===== src/rtl/pzvip_stream_arbiter.sv =====
`default_nettype none
// ============================================================================
// Module   : pzvip_stream_arbiter
// Purpose  : Packet-aware N-to-1 round-robin stream arbiter with a registered
//            two-entry skid buffer on the output side.
// Options  : PZVIP_STREAM_ARBITER_CHANNEL_ID_EN adds o_channel (source index).
// Revision : 1.0 - initial release
// ============================================================================
module pzvip_stream_arbiter #(
    parameter  int CHANNELS   = 4,
    parameter  int DATA_WIDTH = 32,
    localparam int BE_WIDTH   = DATA_WIDTH / 8,
    localparam int ID_WIDTH   = $clog2(CHANNELS)
) (
    input  logic                           i_clk,
    input  logic                           i_rst_n,
    input  logic [CHANNELS-1:0]            i_valid,
    output logic [CHANNELS-1:0]            o_ready,
    input  logic [CHANNELS*DATA_WIDTH-1:0] i_data,
    input  logic [CHANNELS*BE_WIDTH-1:0]   i_byte_enable,
    input  logic [CHANNELS-1:0]            i_last,
    output logic                           o_valid,
    input  logic                           i_ready,
    output logic [DATA_WIDTH-1:0]          o_data,
    output logic [BE_WIDTH-1:0]            o_byte_enable,
    output logic                           o_last
`ifdef PZVIP_STREAM_ARBITER_CHANNEL_ID_EN
    ,
    output logic [ID_WIDTH-1:0]            o_channel
`endif
);

    typedef enum logic [0:0] {
        S_IDLE   = 1'b0,
        S_LOCKED = 1'b1
    } state_t;

    localparam logic [ID_WIDTH:0]   c_NUM_CH  = (ID_WIDTH + 1)'(CHANNELS);
    localparam logic [ID_WIDTH-1:0] c_LAST_CH = ID_WIDTH'(CHANNELS - 1);

    state_t                r_state;
    state_t                w_state_nxt;
    logic [ID_WIDTH-1:0]   r_grant;
    logic [ID_WIDTH-1:0]   w_grant_nxt;
    logic [ID_WIDTH-1:0]   r_ptr;
    logic [ID_WIDTH-1:0]   w_ptr_nxt;

    logic                  w_found;
    logic [ID_WIDTH-1:0]   w_winner;
    logic [ID_WIDTH:0]     w_idx;
    logic [ID_WIDTH-1:0]   w_sel;
    logic                  w_can_accept;
    logic                  w_in_ack;
    logic [DATA_WIDTH-1:0] w_in_data;
    logic [BE_WIDTH-1:0]   w_in_be;
    logic                  w_in_last;

    logic                  r_not_full;
    logic                  r_out_valid;
    logic [DATA_WIDTH-1:0] r_out_data;
    logic [BE_WIDTH-1:0]   r_out_be;
    logic                  r_out_last;
    logic                  r_skid_valid;
    logic [DATA_WIDTH-1:0] r_skid_data;
    logic [BE_WIDTH-1:0]   r_skid_be;
    logic                  r_skid_last;
    logic                  w_out_free;
    logic                  w_skid_nxt;

    // Round-robin search starting at r_ptr; index wraps without a modulo so
    // non-power-of-2 channel counts never produce an out-of-range pointer.
    always_comb begin
        w_found  = 1'b0;
        w_winner = '0;
        w_idx    = '0;
        for (int i = 0; i < CHANNELS; i++) begin
            w_idx = {1'b0, r_ptr} + (ID_WIDTH + 1)'(i);
            if (w_idx >= c_NUM_CH) begin
                w_idx = w_idx - c_NUM_CH;
            end
            if (!w_found && i_valid[w_idx[ID_WIDTH-1:0]]) begin
                w_found  = 1'b1;
                w_winner = w_idx[ID_WIDTH-1:0];
            end
        end
    end

    assign w_sel        = (r_state == S_LOCKED) ? r_grant : w_winner;
    assign w_can_accept = r_not_full & ((r_state == S_LOCKED) | w_found);

    generate
        for (genvar c = 0; c < CHANNELS; c++) begin : g_ready
            assign o_ready[c] = w_can_accept & (w_sel == ID_WIDTH'(c));
        end
    endgenerate

    assign w_in_ack  = |(i_valid & o_ready);
    assign w_in_data = i_data[int'(w_sel) * DATA_WIDTH +: DATA_WIDTH];
    assign w_in_be   = i_byte_enable[int'(w_sel) * BE_WIDTH +: BE_WIDTH];
    assign w_in_last = i_last[w_sel];

    always_ff @(posedge i_clk or negedge i_rst_n) begin
        if (!i_rst_n) begin
            r_state <= S_IDLE;
            r_grant <= '0;
            r_ptr   <= '0;
        end else begin
            r_state <= w_state_nxt;
            r_grant <= w_grant_nxt;
            r_ptr   <= w_ptr_nxt;
        end
    end

    // Single-beat packets are accepted from IDLE without taking the lock.
    always_comb begin
        w_state_nxt = r_state;
        w_grant_nxt = r_grant;
        w_ptr_nxt   = r_ptr;
        case (r_state)
            S_IDLE: begin
                if (w_in_ack) begin
                    w_ptr_nxt = (w_winner == c_LAST_CH) ? '0 : w_winner + 1'b1;
                    if (!w_in_last) begin
                        w_state_nxt = S_LOCKED;
                        w_grant_nxt = w_winner;
                    end
                end
            end
            S_LOCKED: begin
                if (w_in_ack && w_in_last) begin
                    w_state_nxt = S_IDLE;
                end
            end
            default: w_state_nxt = S_IDLE;
        endcase
    end

    assign w_out_free = !r_out_valid || i_ready;
    assign w_skid_nxt = r_skid_valid ? !w_out_free : (w_in_ack && !w_out_free);

    // r_not_full starts low so o_ready stays low through reset even when
    // sources already present valid; it rises on the first clock after release.
    always_ff @(posedge i_clk or negedge i_rst_n) begin
        if (!i_rst_n) begin
            r_not_full   <= 1'b0;
            r_out_valid  <= 1'b0;
            r_out_data   <= '0;
            r_out_be     <= '0;
            r_out_last   <= 1'b0;
            r_skid_valid <= 1'b0;
            r_skid_data  <= '0;
            r_skid_be    <= '0;
            r_skid_last  <= 1'b0;
        end else begin
            r_not_full   <= !w_skid_nxt;
            r_skid_valid <= w_skid_nxt;
            if (w_out_free) begin
                if (r_skid_valid) begin
                    r_out_valid <= 1'b1;
                    r_out_data  <= r_skid_data;
                    r_out_be    <= r_skid_be;
                    r_out_last  <= r_skid_last;
                end else begin
                    r_out_valid <= w_in_ack;
                    if (w_in_ack) begin
                        r_out_data <= w_in_data;
                        r_out_be   <= w_in_be;
                        r_out_last <= w_in_last;
                    end
                end
            end
            if (!r_skid_valid && w_in_ack && !w_out_free) begin
                r_skid_data <= w_in_data;
                r_skid_be   <= w_in_be;
                r_skid_last <= w_in_last;
            end
        end
    end

`ifdef PZVIP_STREAM_ARBITER_CHANNEL_ID_EN
    logic [ID_WIDTH-1:0] r_out_id;
    logic [ID_WIDTH-1:0] r_skid_id;

    always_ff @(posedge i_clk or negedge i_rst_n) begin
        if (!i_rst_n) begin
            r_out_id  <= '0;
            r_skid_id <= '0;
        end else begin
            if (w_out_free) begin
                if (r_skid_valid) begin
                    r_out_id <= r_skid_id;
                end else if (w_in_ack) begin
                    r_out_id <= w_sel;
                end
            end
            if (!r_skid_valid && w_in_ack && !w_out_free) begin
                r_skid_id <= w_sel;
            end
        end
    end

    assign o_channel = r_out_id;
`endif

    assign o_valid       = r_out_valid;
    assign o_data        = r_out_data;
    assign o_byte_enable = r_out_be;
    assign o_last        = r_out_last;

endmodule
`default_nettype wire


===== config.mk =====
export PLATFORM = sky130hd
export DESIGN_NAME = pzvip_stream_arbiter
export DESIGN_NICKNAME = d
export VERILOG_FILES = /design/src/rtl/pzvip_stream_arbiter.sv
export SDC_FILE = /design/constraint.sdc
export NUM_CORES = 1
export LEC_CHECK = 0
export ABC_AREA = 1
export CORE_ASPECT_RATIO = 1.1
export CORE_MARGIN = 2
export CORE_UTILIZATION = 45
export DETAILED_ROUTE_END_ITERATION = 16
export PLACE_DENSITY = 0.9
export SLEW_MARGIN = 20
export SYNTH_ARGS = -nofsm -noshare
export SYNTH_HDL_FRONTEND = slang
export SYNTH_SLANG_ARGS = --single-unit
export TNS_END_PERCENT = 1

===== constraint.sdc =====
create_clock -name i_clk -period 6.7 [get_ports i_clk]
set_input_delay 0.67 -clock i_clk [delete_from_list [all_inputs] [get_ports i_clk]]
set_output_delay 0.67 -clock i_clk [all_outputs]
set_load 0.02 [all_outputs]

==> results_dict.tcl <==
set metrics [dict create \
    run_status "complete, no violations" \
    reg2reg_from "r_ptr[0]" \
    clock_insertion_delay_worst_skew_ps 340 \
    grt_remaining_overflow 0 \
    cts_setup_buffers 0 \
    grt_antenna_before_repair 0 \
    r2r_end "r_skid_data[11]" \
    layout-area-overhead-vs-synth_pct 36.6 \
    pin_count_of_the_biggest_net_entering_global_routing 83 \
    drtIter0Drc 511 \
    dieArea_um2 13700 \
    die_height_um 123 \
    worst_path_max_delay_cell "sky130_fd_sc_hd__clkdlybuf4s50_1" \
    clk_root_buffer_cell "sky130_fd_sc_hd__clkbuf_16" \
    critical_path.cell_chain "clkdlybuf4s50_1 > inv_1 > nand2_1 > nand3_2 > a21boi_1 > nand3_1 > nand2_1 > nand2_1 > buf_4 > nor3_1 > clkdlybuf4s50_1" \
    synth_warnings 0 \
    maximum_fanout_along_the_worst_path 26 \
    yosys.area.top_type "sky130_fd_sc_hd__dfrtp_1" \
    synth.lib_cells_used.distinct 25 \
    synthXorXnorAreaFrac_pct 0.152 \
    final.setup_skew_ps 10.2 \
    number_of_top_level_pins 197 \
    period_needed_ps 4290 \
    synth_simple_gate_area_share_pct 55.7 \
    synth_compound_gate_area_share_pct 0.542 \
    post_dp_cell_area_um2 7590 \
    fin_util_pct 62.6 \
    global_placement_routability_congestion 0.886 \
    initial_utilization_pct 45.8 \
    crit_end "o_ready[1]" \
    hold_viol 0 \
    clk_transition_reported_paths_ps 70 \
    antenna_cells_inserted 0 \
    final.period_utilization_pct 64.1 \
    remaining_drc_errors 0 \
    tritoncts "done" \
    cp_delay_by_family_top "buffers and inverters" \
    timing.critical_path.buf_inv 4 \
    synth-adder-area-share_pct 0 \
    critical_path.startpoint "i_valid[0]" \
    placement_rows 43 \
    synth_top_cell_area_share_pct 35.6 \
    post_synth_instance_area_um2 5770 \
    routed_wire_length_per_instance_um 14.4 \
    vias_per_cell 5.22 \
    worstPathRequired_ps 6030 \
    minimum_setup_slack_among_reg_to_reg_paths_ps 2500 \
    critical_path_class "in -> out" \
    post_synth_mux_area_share_pct 0 \
    worst_setup_path_end_kind "primary output" \
    worst_path_most_repeated_cell "sky130_fd_sc_hd__nand2_1" \
    final_cell_area_um2 7880 \
    synth_nets 1086 \
    worst-endpoint-arrival_ps 3620 \
    setup_viol 0 \
    max_freq_mhz 233 \
    numPortBuffers 196 \
    hold_ws_ps 339 \
    worst-path-stages 11 \
    critical_path.max_stage_delay_ps 660 \
    most_frequent_cells_in_the_layout "sky130_fd_sc_hd__nand2_1, sky130_fd_sc_hd__clkdlybuf4s50_1, sky130_fd_sc_hd__nand3_1, sky130_fd_sc_hd__dfrtp_1, sky130_fd_sc_hd__nand2_2" \
    chipWidth_um 112 \
    clk_path_buf_depth 2 \
    slew_headroom_pct 40.2 \
    layout_commonest_cell "sky130_fd_sc_hd__nand2_1" \
    grtUsageTotal_pct 26.0 \
    post_route_cells_drive_above_1_share_pct 5.26 \
    count_of_tritonroute_iterations_in_the_first_routing_pass 5 \
    clock_tree.htree_level_count 3 \
    postSynthRegisterBits 82 \
    synth_seq_area_share_pct 35.6 \
    synth_top_family_by_area "simple AND/OR/NAND/NOR gates" \
    worstMarginPinSlew_ps 894 \
    drt-total-wl_um 17800 \
    clock_sink_count 82 \
    hp-class "in -> async" \
    fin_setup_tns_ps 0 \
    synth_cells 931 \
    cellPowerDensity_nw_per_um2 590 \
    rsz0062_at_grt "no" \
    design.core.area_um2 12600 \
    setup_slack_ps 2410 \
    grt_pass1_wl_um 29200 \
    power.ir.vdd_worst_mv 0.665 \
    max_cap_viol_count 0 \
    finalMaxSlewViolations 0 \
    route.antenna.remaining_nets 0 \
    pre_cts_slack_ps 2170 \
    post_cts_resize_count 0 \
    tritoncts_buffers 9 \
    cts_hold_buf 0 \
    design.final.nets 1233 \
    via_count 6477 \
    worst_r2r_path_depth 18 \
    vias_in_the_first_global_route 6066 \
    power_leakage_nw 4.19 \
    avgSynthCellArea_um2 6.20 \
    netlist_top_cells_area "sky130_fd_sc_hd__dfrtp_1, sky130_fd_sc_hd__nand2_1, sky130_fd_sc_hd__nand3_1" \
    hpwlAfterDp_um 12200 \
    cp-start-kind "input port" \
]
==> Yosys cell counts, drive strengths merged <==
master / number
buf: 41
or2: 2
and2: 1
nor3: 4
inv: 17
nor2: 8
o21ai: 4
nand4: 7
nand2: 540
clkbuf: 27
xor2: 1
a21boi: 1
nand3: 196
dfrtp: 82
==> where the power goes <==
group / internal (mW) / switching (mW) / total [mW]
Clock: 0.262 / 0.203 / 0.465
Combinational: 1.06 / 2.26 / 3.32
Sequential: 0.725 / 0.136 / 0.861
==> logic make-up after synthesis <==
kind of cell | count (synthesis)
flip-flops | 82
XOR/XNOR | 1
AND/OR/NAND/NOR | 758
AO/OA/AOI/OAI | 5
buffers and inverters | 85
==> area by class of cell <==
| type | count | area [µm²] |
|---|---|---|
| Clock inverter | 5 | 38.8 |
| Tap cell | 157 | 196 |
| Inverter | 17 | 63.8 |
| Fill cell | 1170 | 4710 |
| Multi-Input combinational cell | 764 | 3260 |
| Sequential cell | 82 | 2050 |
| Clock buffer | 11 | 243 |
| Timing Repair Buffer | 204 | 2020 |
==> routing by layer <==
| metal | vias up | global-route usage, % | wire length (µm) |
|---|---|---|---|
| li1 | 3241 | - | - |
| met1 | 2966 | 33.7 | 7390 |
| met2 | 236 | 44.1 | 8880 |
| met3 | 34 | 5.23 | 1150 |
| met4 | 0 | 8.38 | 401 |
| met5 | - | 0 | 0 |
==> flip-flops by register name (all words and copies together), names as in the netlist <==
| name | count |
|---|---|
| o_data | 32 |
| r_skid_data | 32 |
| o_byte_enable | 4 |
| r_skid_be | 4 |
| r_grant | 2 |
| r_ptr | 2 |
| o_last | 1 |
| o_valid | 1 |
| r_not_full | 1 |
| r_skid_last | 1 |
| r_skid_valid | 1 |
| r_state | 1 |
==> per-stage QoR <==
stage | instances | total power [mW]
2_1_floorplan | 931 | 3.44
3_3_place_gp | 1224 | 4.11
3_5_place_dp | 1224 | 4.17
4_1_cts | 1240 | 4.65
5_1_grt | 1240 | 5.12
6_report | 1240 | 4.65
==> how the worst min path moves through the flow <==
stage                             endpoint  cells after the start
after floorplan           o_byte_enable[0]                      0
after global placement     r_skid_data[15]                      2
after detailed placement  o_byte_enable[3]                      2
after CTS                        o_data[4]                      2
after global routing              r_ptr[1]                      1
final                             r_ptr[1]                      1
(Power assumes the default switching activity.)
